$ cat src/rtl/input_cond_pkg.sv
// Shared defaults and helpers for the input conditioner and its per-channel debouncer.
package input_cond_pkg;

  localparam int N_IN_DEFAULT            = 5;
  localparam int DEBOUNCE_CYCLES_DEFAULT = 1250000;

  typedef enum logic [1:0] {
    EDGE_NONE = 2'd0,
    EDGE_RISE = 2'd1,
    EDGE_FALL = 2'd2
  } edge_e;

  // Counter must hold DEBOUNCE_CYCLES-1 without wrapping; width never drops below 1.
  function automatic int cnt_width(input int cycles);
    return (cycles < 1) ? 1 : $clog2(cycles + 1);
  endfunction

endpackage

$ cat src/rtl/debounce_bit.sv
// One conditioned channel: two-flop synchroniser, stability counter, clean level and edge pulses.
module debounce_bit
  import input_cond_pkg::*;
#(
  parameter int DEBOUNCE_CYCLES = DEBOUNCE_CYCLES_DEFAULT
) (
  input  logic clock,
  input  logic reset_n,
  input  logic raw,
  output logic clean,
  output logic rise,
  output logic fall
);

  localparam int               CNT_W = cnt_width(DEBOUNCE_CYCLES);
  localparam logic [CNT_W-1:0] LAST  = CNT_W'(DEBOUNCE_CYCLES - 1);

  logic [1:0]       sync;
  logic [CNT_W-1:0] count;
  logic             mismatch;
  logic             accept;
  edge_e            edge_kind;

  always_comb begin
    mismatch  = sync[1] ^ clean;
    accept    = mismatch && (count == LAST);
    edge_kind = EDGE_NONE;
    if (accept) begin
      edge_kind = sync[1] ? EDGE_RISE : EDGE_FALL;
    end
  end

  // Any matching cycle before acceptance throws away the partial count.
  always_ff @(posedge clock) begin
    if (!reset_n) begin
      sync  <= '0;
      count <= '0;
      clean <= 1'b0;
      rise  <= 1'b0;
      fall  <= 1'b0;
    end else begin
      sync <= {sync[0], raw};
      rise <= (edge_kind == EDGE_RISE);
      fall <= (edge_kind == EDGE_FALL);
      if (!mismatch) begin
        count <= '0;
      end else if (accept) begin
        clean <= sync[1];
        count <= '0;
      end else begin
        count <= count + CNT_W'(1);
      end
    end
  end

endmodule

$ cat src/rtl/input_conditioner.sv
// Debounces N_IN mechanical inputs independently and flags any accepted rising edge.
module input_conditioner
  import input_cond_pkg::*;
#(
  parameter int N_IN            = N_IN_DEFAULT,
  parameter int DEBOUNCE_CYCLES = DEBOUNCE_CYCLES_DEFAULT
) (
  input  logic            clock,
  input  logic            reset_n,
  input  logic [N_IN-1:0] raw_in,
  output logic [N_IN-1:0] clean,
  output logic [N_IN-1:0] rise,
  output logic [N_IN-1:0] fall,
  output logic            any_rise
);

  for (genvar i = 0; i < N_IN; i++) begin : g_chan
    debounce_bit #(
      .DEBOUNCE_CYCLES(DEBOUNCE_CYCLES)
    ) u_bit (
      .clock  (clock),
      .reset_n(reset_n),
      .raw    (raw_in[i]),
      .clean  (clean[i]),
      .rise   (rise[i]),
      .fall   (fall[i])
    );
  end

  // Built from registered pulses, so no raw input reaches this output combinationally.
  assign any_rise = |rise;

endmodule

$ cat config.mk
export PLATFORM = sky130hd
export DESIGN_NAME = input_conditioner
export DESIGN_NICKNAME = d
export VERILOG_FILES = /design/src/rtl/input_cond_pkg.sv /design/src/rtl/debounce_bit.sv /design/src/rtl/input_conditioner.sv
export SDC_FILE = /design/constraint.sdc
export NUM_CORES = 1
export LEC_CHECK = 0
export ABC_AREA = 1
export BUFFER_PORTS_ARGS = -buffer_cell sky130_fd_sc_hd__buf_2
export CAP_MARGIN = 40
export CORE_MARGIN = 3
export CORE_UTILIZATION = 65
export CTS_CLUSTER_DIAMETER = 80
export DETAILED_ROUTE_END_ITERATION = 8
export PLACE_DENSITY = 0.82
export SKIP_LAST_GASP = 1
export SLEW_MARGIN = 20
export SYNTH_ARGS = -nofsm -noshare
export SYNTH_HDL_FRONTEND = slang
export SYNTH_SLANG_ARGS = --single-unit
$ cat constraint.sdc
create_clock -name clock -period 2.3 [get_ports clock]
set_clock_uncertainty 0.15 [all_clocks]
set_input_delay 0.46 -clock clock [delete_from_list [all_inputs] [get_ports clock]]
set_output_delay 0.46 -clock clock [all_outputs]
set_load 0.01 [all_outputs]
Word-level counts from Yosys, hierarchy flattened
Cells that the tools add are included.
{"block": "op_classes", "n_addsub": 5, "n_eq_ne": 15, "muxes": 10, "bitwise_logic": 11, "n_reduce_logical": 16}
{"op": "21-bit by 1-bit adder with 21-bit output (second input constant)", "n": 5}
{"op": "21-bit == test (second input constant)", "n": 5}
{"op": "2-bit 2-to-1 mux", "n": 10}
{"op": "3-bit OR reduction", "n": 5}
{"op": "2-bit by 1-bit == test with 1-bit output (second input constant)", "n": 5}
{"op": "2-bit == test (second input constant)", "n": 5}
{"op": "2-bit AND reduction", "n": 5}
{"op": "1-bit inverter", "n": 6}
{"op": "1-bit logical AND", "n": 5}
{"op": "5-bit OR reduction", "n": 1}
{"op": "1-bit bitwise XOR", "n": 5}
{"block": "word_totals", "register_bits": 130, "input_bits": 7, "output_inout_bits": 16}

Longest topological paths before layout
Gate-level depths: netlist (run 1).
{"block": "logic_depth", "depth_word": 4, "mapped_depth": 8, "mapped_depth_nobuf": 8}

Cells and area by module
From an unflattened synthesis (run 1), not the netlist that was laid out.
{"block": "hier_totals", "cells_unflattened": 954, "hier_area_um2": 6710.2}
{"mod": "debounce_bit (g_chan[0].u_bit ...)", "n_inst": 4, "cells_each": 189, "area_each_um2": 1333.8}
{"mod": "debounce_bit (g_chan[2].u_bit)", "n_inst": 1, "cells_each": 194, "area_each_um2": 1358.8}
{"mod": "input_conditioner", "n_inst": 1, "cells_each": 4, "area_each_um2": 16.3}

Worst setup path after synthesis (run 1)
OpenSTA, ideal clock, no wires.
{"block": "synth_timing", "path_kind": "register -> register", "startpoint": "register g_chan[3].u_bit.count[0]", "endpoint": "register g_chan[3].u_bit.count[12]", "setup_time_ns": 0.122, "t_arrival_ns": 1.227, "setup_slack_ns": 0.802, "path_stages_with_launch": 8, "path_cell_list": "dfxtp_1 ha_1 nand3_2 nor2_1 nand3_1 nand3_2 buf_6 a21oi_1"}
{"block": "synth_via", "elab_chain_cells": 3, "elab_cells_between_ends": 4, "classes_between": "add/sub (1); eq/ne (1); reduce/logical (2)"}
{"element": "start: declaration", "line": "debounce_bit.sv:19", "source": "logic [CNT_W-1:0] count;"}
{"element": "start signal: assignment", "line": "debounce_bit.sv:51", "source": "count <= count + CNT_W'(1);"}
{"element": "parallel branches: the longest is 3 deep, another holds 21-bit by 1-bit adder with 21-bit output"}
Several ways; the timed one is not identified.
A chain may end at the register's enable or synchronous reset.

Final worst setup path (run 1)
{"block": "layout_timing", "startpoint": "register g_chan[1].u_bit.count[0]", "endpoint": "register g_chan[1].u_bit.count[11]"}
{"block": "layout_via", "elab_chain_cells": 3, "elab_cells_between_ends": 4, "classes_between": "add/sub (1); eq/ne (1); reduce/logical (2)"}
{"element": "start: declaration", "line": "debounce_bit.sv:19"}
{"element": "start signal: assignment", "line": "debounce_bit.sv:51"}
{"element": "parallel branches: the longest is 3 deep, another holds 21-bit by 1-bit adder with 21-bit output"}
Several ways; the timed one is not identified.

==> results of run 1 <==
[final cells by class]
cell class,count,area [um2],share of cell area
clock buffer,17,414,0.0560
tap,133,166,0.0225
inverter,92,345,0.0467
timing repair buffer,34,213,0.0288
clock inverter,15,145,0.0196
multi-input combinational,728,3510,0.475
sequential,130,2600,0.352
[path summary, 6_finish.rpt]
kind,endpoint,slack (ns)
worst max-delay path,g_chan[1].u_bit.count[11],0.28
worst min-delay path,g_chan[0].u_bit.fall,0.16
worst max register to register,g_chan[1].u_bit.count[11],0.28
worst min register to register,g_chan[3].u_bit.sync[1],0.26
[cells by family after synthesis]
family / share of synthesized area
buffers and inverters: 0.0816
DFF: 0.391
and+or+nand+nor: 0.408
adders and majority gates: 0.00940
AOI/OAI and AO/OA: 0.0380
xor gates and xnor gates: 0.0724
[synthesized netlist by cell type, drive strengths merged]
cell	instances
a21oi	37
and2	2
buf	28
dfxtp	130
ha	5
inv	92
nand2	257
nand3	72
nand3b	3
nand4	16
nor2	257
nor3	3
o21ai	9
o21bai	2
or2	10
xnor2	22
xor2	33
[worst max-delay path, stage by stage, from the launching register on]
cell and delay, ns:
dfxtp_1 0.40, ha_1 0.23, nand3_2 0.15, nor2_1 0.16, nand3_1 0.14, nand3_1 0.32
buf_4 0.28, nor2_1 0.07
[sequential cells by signal, summed over array words and instances, names as in the netlist]
| register | cells |
|---|---|
| g_chan.u_bit.count | 105 |
| g_chan.u_bit.sync | 10 |
| g_chan.u_bit.clean | 5 |
| g_chan.u_bit.rise | 5 |
| g_chan.u_bit.fall | 5 |
[routing by layer]
layer / up-vias / global-route usage / part of all wire
met5: - / 0 / 0
met4: 0 / 0.0868 / 0.013
met3: 19 / 0.0686 / 0.052
met2: 136 / 0.423 / 0.48
met1: 2672 / 0.324 / 0.46
li1: 3085 / - / -
[metrics by stage]
stage                     instances   util  total power [mW]  hold slack [ns]  instance area (um2)
after detailed placement       1112  0.688              2.37            0.247                 6790
final                          1149  0.750              4.85            0.160                 7400
after CTS                      1149  0.750              4.88            0.149                 7400
after global placement         1112  0.688              2.37            0.245                 6790
after floorplan                 978      -              2.35            0.240                 6660
after global routing           1149  0.750              5.01            0.163                 7400
[report_power, final]
part           total (mW)  switching, mW  internal [mW]
clock network        2.52           1.14           1.38
logic              0.0563         0.0351         0.0212
registers            2.27        0.00787           2.26
[repair_timing]
action / CTS / global route
endpoints found under the setup margin: 0 / 0
endpoints found under the hold margin: 5 / 0
gates resized for setup: 0 / 0
hold buffers: 5 / 0
==> flow_summary.yaml, run 1 <==
cells_and_area:
  final_common_cell: "nand2_1"
  mostFrequentLayoutCells: "248 x nand2_1, 231 x nor2_1, 130 x dfxtp_1, 88 x inv_1, 60 x nand3_1"
  nets: 1015
  synthToLayoutAreaGrowth_pct: 11.1
  num_antenna_cells: 0
  fillers: 785
  drive_gt1_frac: 0.118
synth:
  yosys-top-cells-area: "dfxtp_1 39%, nand2_1 14%, nor2_1 13%, inv_1 5.0%, nand3_1 4.5%"
  syn_nets: 990
  ys_types: 30
  synthCells: 978
  ys_ff_latch: 130
  avgSynthCellArea_um2: 6.80
  syn_area_mm2: 0.00666
  synth.top_cell.area_share: 0.391
  synth_top_area_cell: "dfxtp_1"
  synth_warnings: 0
  yosysSeqAreaShare: 0.391
clock_network:
  cts.path.max_buffers: 2
  cts_setup_buffers: 0
  clock_sinks: 130
  clk-insertion-delay-late_ns: 0.54
  cts_buffers: 17
  h-tree-depth: 4
  clkTransAtPathRegs_ns: 0.07
  cts_tree: "built"
  clockRootBuffer: "clkbuf_8"
critical_path:
  crit_arrival_ns: 2.30
  critPathKind: "reg2reg"
  critPathMaxFanout: 14
  r2r_start: "g_chan[1].u_bit.count[0]"
  start_kind: "flip-flop"
  crit_path_start: "g_chan[1].u_bit.count[0]"
  cp-end-kind: "flip-flop"
  rr_worst_depth: 7
  cp.required_ns: 2.58
routing:
  ant_nets: 0
  drc_errors: 0
  wl_per_cell_um: 11.8
  via_per_inst: 5.15
  drt_iter0_drc: 379
  routed_wl_mm: 13.6
  vias: 5912
  drt-pass1-iter-count: 5
job:
  cap_viol_max_count: 0
sta:
  finalWorstSetupSlack_ns: 0.284
  clock.fmax_mhz: 496
  relSlewSlack: 0.693
  tightest_slew_ns: 0.460
  setup_violations: 0
  fin_tns_setup_ns: 0
  period_minus_slack_ns: 2.02
  hold_viol: 0
  rsz0062_at_grt: "false"
  slew_viol_final: 0
  period_share: 0.877
die:
  die_width_um: 107
  initial_core_util: 0.675
  core_area_mm2: 0.00986
  dieArea_mm2: 0.0115
  io_pins: 23
  fp-row-count: 36
  fp.dieH_um: 107
place:
  place_hpwl_mm: 9.75
  pre_cts_slack_ns: 0.376
  port_buffers: 22
  finalWeightedCongestion: 0.942
min_path:
  min_path_type: "in2reg"
  holdPathStages: 3
  hp-start: "reset_n"
global_route:
  track_usage: 0.256
  grt_pass1_vias: 5389
  grt_pass1_wl_mm: 23.8
  grt_max_degree: 22
  antenna_found_initial: 0
  grt_overflow: 0
power_and_ir_drop:
  ir_worst_vdd_mv: 0.580
  leakage_nw: 2.48
  power_density_mw_per_mm2: 655
run_status:
  status: "finished clean"
Note: power is estimated with default switching activity, not from simulation.
==> inputs of run 2 (changes only) <==
- PLACE_DENSITY: 0.82 -> 0.91
==> flow_summary.yaml, run 2 (synthesis results as in run 1) <==
die:
  dieArea_mm2: 0.0115
  die_width_um: 107
  fp.dieH_um: 107
  fp-row-count: 36
  initial_core_util: 0.675
  core_area_mm2: 0.00986
  io_pins: 23
clock_network:
  cts_buffers: 17
  h-tree-depth: 4
  cts.path.max_buffers: 2
  clock_sinks: 130
  cts_setup_buffers: 0
  postCtsHoldBufs: 5
  clkTransAtPathRegs_ns: 0.06
  cts_tree: "built"
  clockRootBuffer: "clkbuf_8"
  clk-insertion-delay-late_ns: 0.53
  cts_resized: 0
min_path:
  min_path_type: "in2reg"
power_and_ir_drop:
  power_density_mw_per_mm2: 656
  power_mw: 4.86
  ir_worst_vdd_mv: 0.506
  leakage_nw: 2.50
cells_and_area:
  nets: 1015
  top_register: "g_chan.u_bit.count"
  final_common_cell: "nand2_1"
  synthToLayoutAreaGrowth_pct: 11.3
  num_antenna_cells: 0
  final_cell_area_mm2: 0.00741
  largest_reg_flops: 105
  drive_gt1_frac: 0.116
  top_regs: "g_chan.u_bit.count (105), g_chan.u_bit.sync (10)"
  post-route-util: 0.751
  mostFrequentLayoutCells: "248 x nand2_1, 231 x nor2_1, 130 x dfxtp_1, 88 x inv_1, 60 x nand3_1"
critical_path:
  path_buf_inv: 1
  crit_chain: "nor3_1 -> nand2_1 -> buf_2"
  r2r_setup_slack_ns: 0.43
  r2r_end: "g_chan[3].u_bit.count[9]"
  max_stage_delay_ns: 0.34
  r2r_start: "g_chan[3].u_bit.count[0]"
  start_kind: "flip-flop"
  crit_arrival_ns: 1.43
  cp.depth: 3
  slowest_stage: "nor3_1"
  cp_top_family: "simple AND/OR/NAND/NOR gates"
  rr_worst_depth: 6
  cp-end-kind: "primary output"
  cp.required_ns: 1.69
  endpoint: "any_rise"
  critPathMaxFanout: 2
  critPathKind: "reg2out"
  crit_path_start: "g_chan[3].u_bit.rise"
sta:
  period_share: 0.886
  slew_viol_final: 0
  period_minus_slack_ns: 2.04
  clock.fmax_mhz: 491
  hold_viol: 0
  relSlewSlack: 0.688
  fin_tns_setup_ns: 0
  rsz0062_at_grt: "false"
  tightest_slew_ns: 0.468
  finalWorstSetupSlack_ns: 0.262
  setup_violations: 0
routing:
  drt-pass1-iter-count: 5
  wl_per_cell_um: 12.2
  drc_errors: 0
  via_per_inst: 5.23
  routed_wl_mm: 14.0
  ant_nets: 0
  vias: 6009
  drt_iter0_drc: 570
place:
  finalWeightedCongestion: 0.915
  pre_cts_slack_ns: 0.446
  port_buffers: 22
  place_hpwl_mm: 9.75
  place_area_mm2: 0.00680
global_route:
  antenna_found_initial: 0
  grt_pass1_vias: 5639
  grt_max_degree: 22
  grt_overflow: 0
  grt_pass1_wl_mm: 24.4
  track_usage: 0.263
job:
  cap_viol_max_count: 0
run_status:
  status: "finished clean"
[run 2: cell types whose count changed in the layout (fill, tap and decap cells not counted), sizes merged]
cell / previous run / this run
clkinvlp: 3 / 1
bufinv: 0 / 2
inv: 99 / 92
clkbuf: 17 / 21
clkinv: 5 / 8
[run 2: per-layer routing]
layer / vias to the layer above / track usage / wire length (um)
li1: 3071 / - / -
met4: 0 / 0.136 / 446
met3: 46 / 0.0656 / 888
met1: 2689 / 0.325 / 6160
met2: 203 / 0.425 / 6550
met5: - / 0 / 0
[run 2: metrics by stage]
step / hold slack, ns / cells
after global routing: 0.268 / 1149
after floorplan: 0.240 / 978
after global placement: 0.249 / 1112
final: 0.269 / 1149
after CTS: 0.251 / 1149
after detailed placement: 0.250 / 1112
[run 2: how the worst min path moves through the flow]
stage | startpoint | endpoint | slack, ns | cells past startpoint
after floorplan | g_chan[0].u_bit.sync[0] | g_chan[0].u_bit.sync[1] | 0.24 | 2
after global placement | g_chan[4].u_bit.sync[0] | g_chan[4].u_bit.sync[1] | 0.25 | 2
after detailed placement | g_chan[4].u_bit.sync[0] | g_chan[4].u_bit.sync[1] | 0.25 | 2
after CTS | reset_n | g_chan[0].u_bit.sync[0] | 0.25 | 4
after global routing | reset_n | g_chan[4].u_bit.fall | 0.27 | 4
final | reset_n | g_chan[0].u_bit.sync[0] | 0.27 | 4
[run 2: cell type report]
class	instances	area (um2)
clock buffers	21	449
inverters	92	345
fillers	728	2450
multi-input cells	728	3510
flip-flops and latches	130	2600
clock inverters	11	111
well taps	133	166
repair buffers	34	225
[run 2: tightest hold or removal path, cell delays in order]
cell and delay (ns):
buf_2 0.13, buf_4 0.21, nand2_1 0.08, inv_1 0.03
[run 2: report_power, final]
group	total (mW)	switching (mW)	leakage [nW]	internal [mW]
logic	0.0584	0.0360	1.17	0.0223
registers	2.27	0.00834	1.05	2.26
clock network	2.53	0.947	0.281	1.58
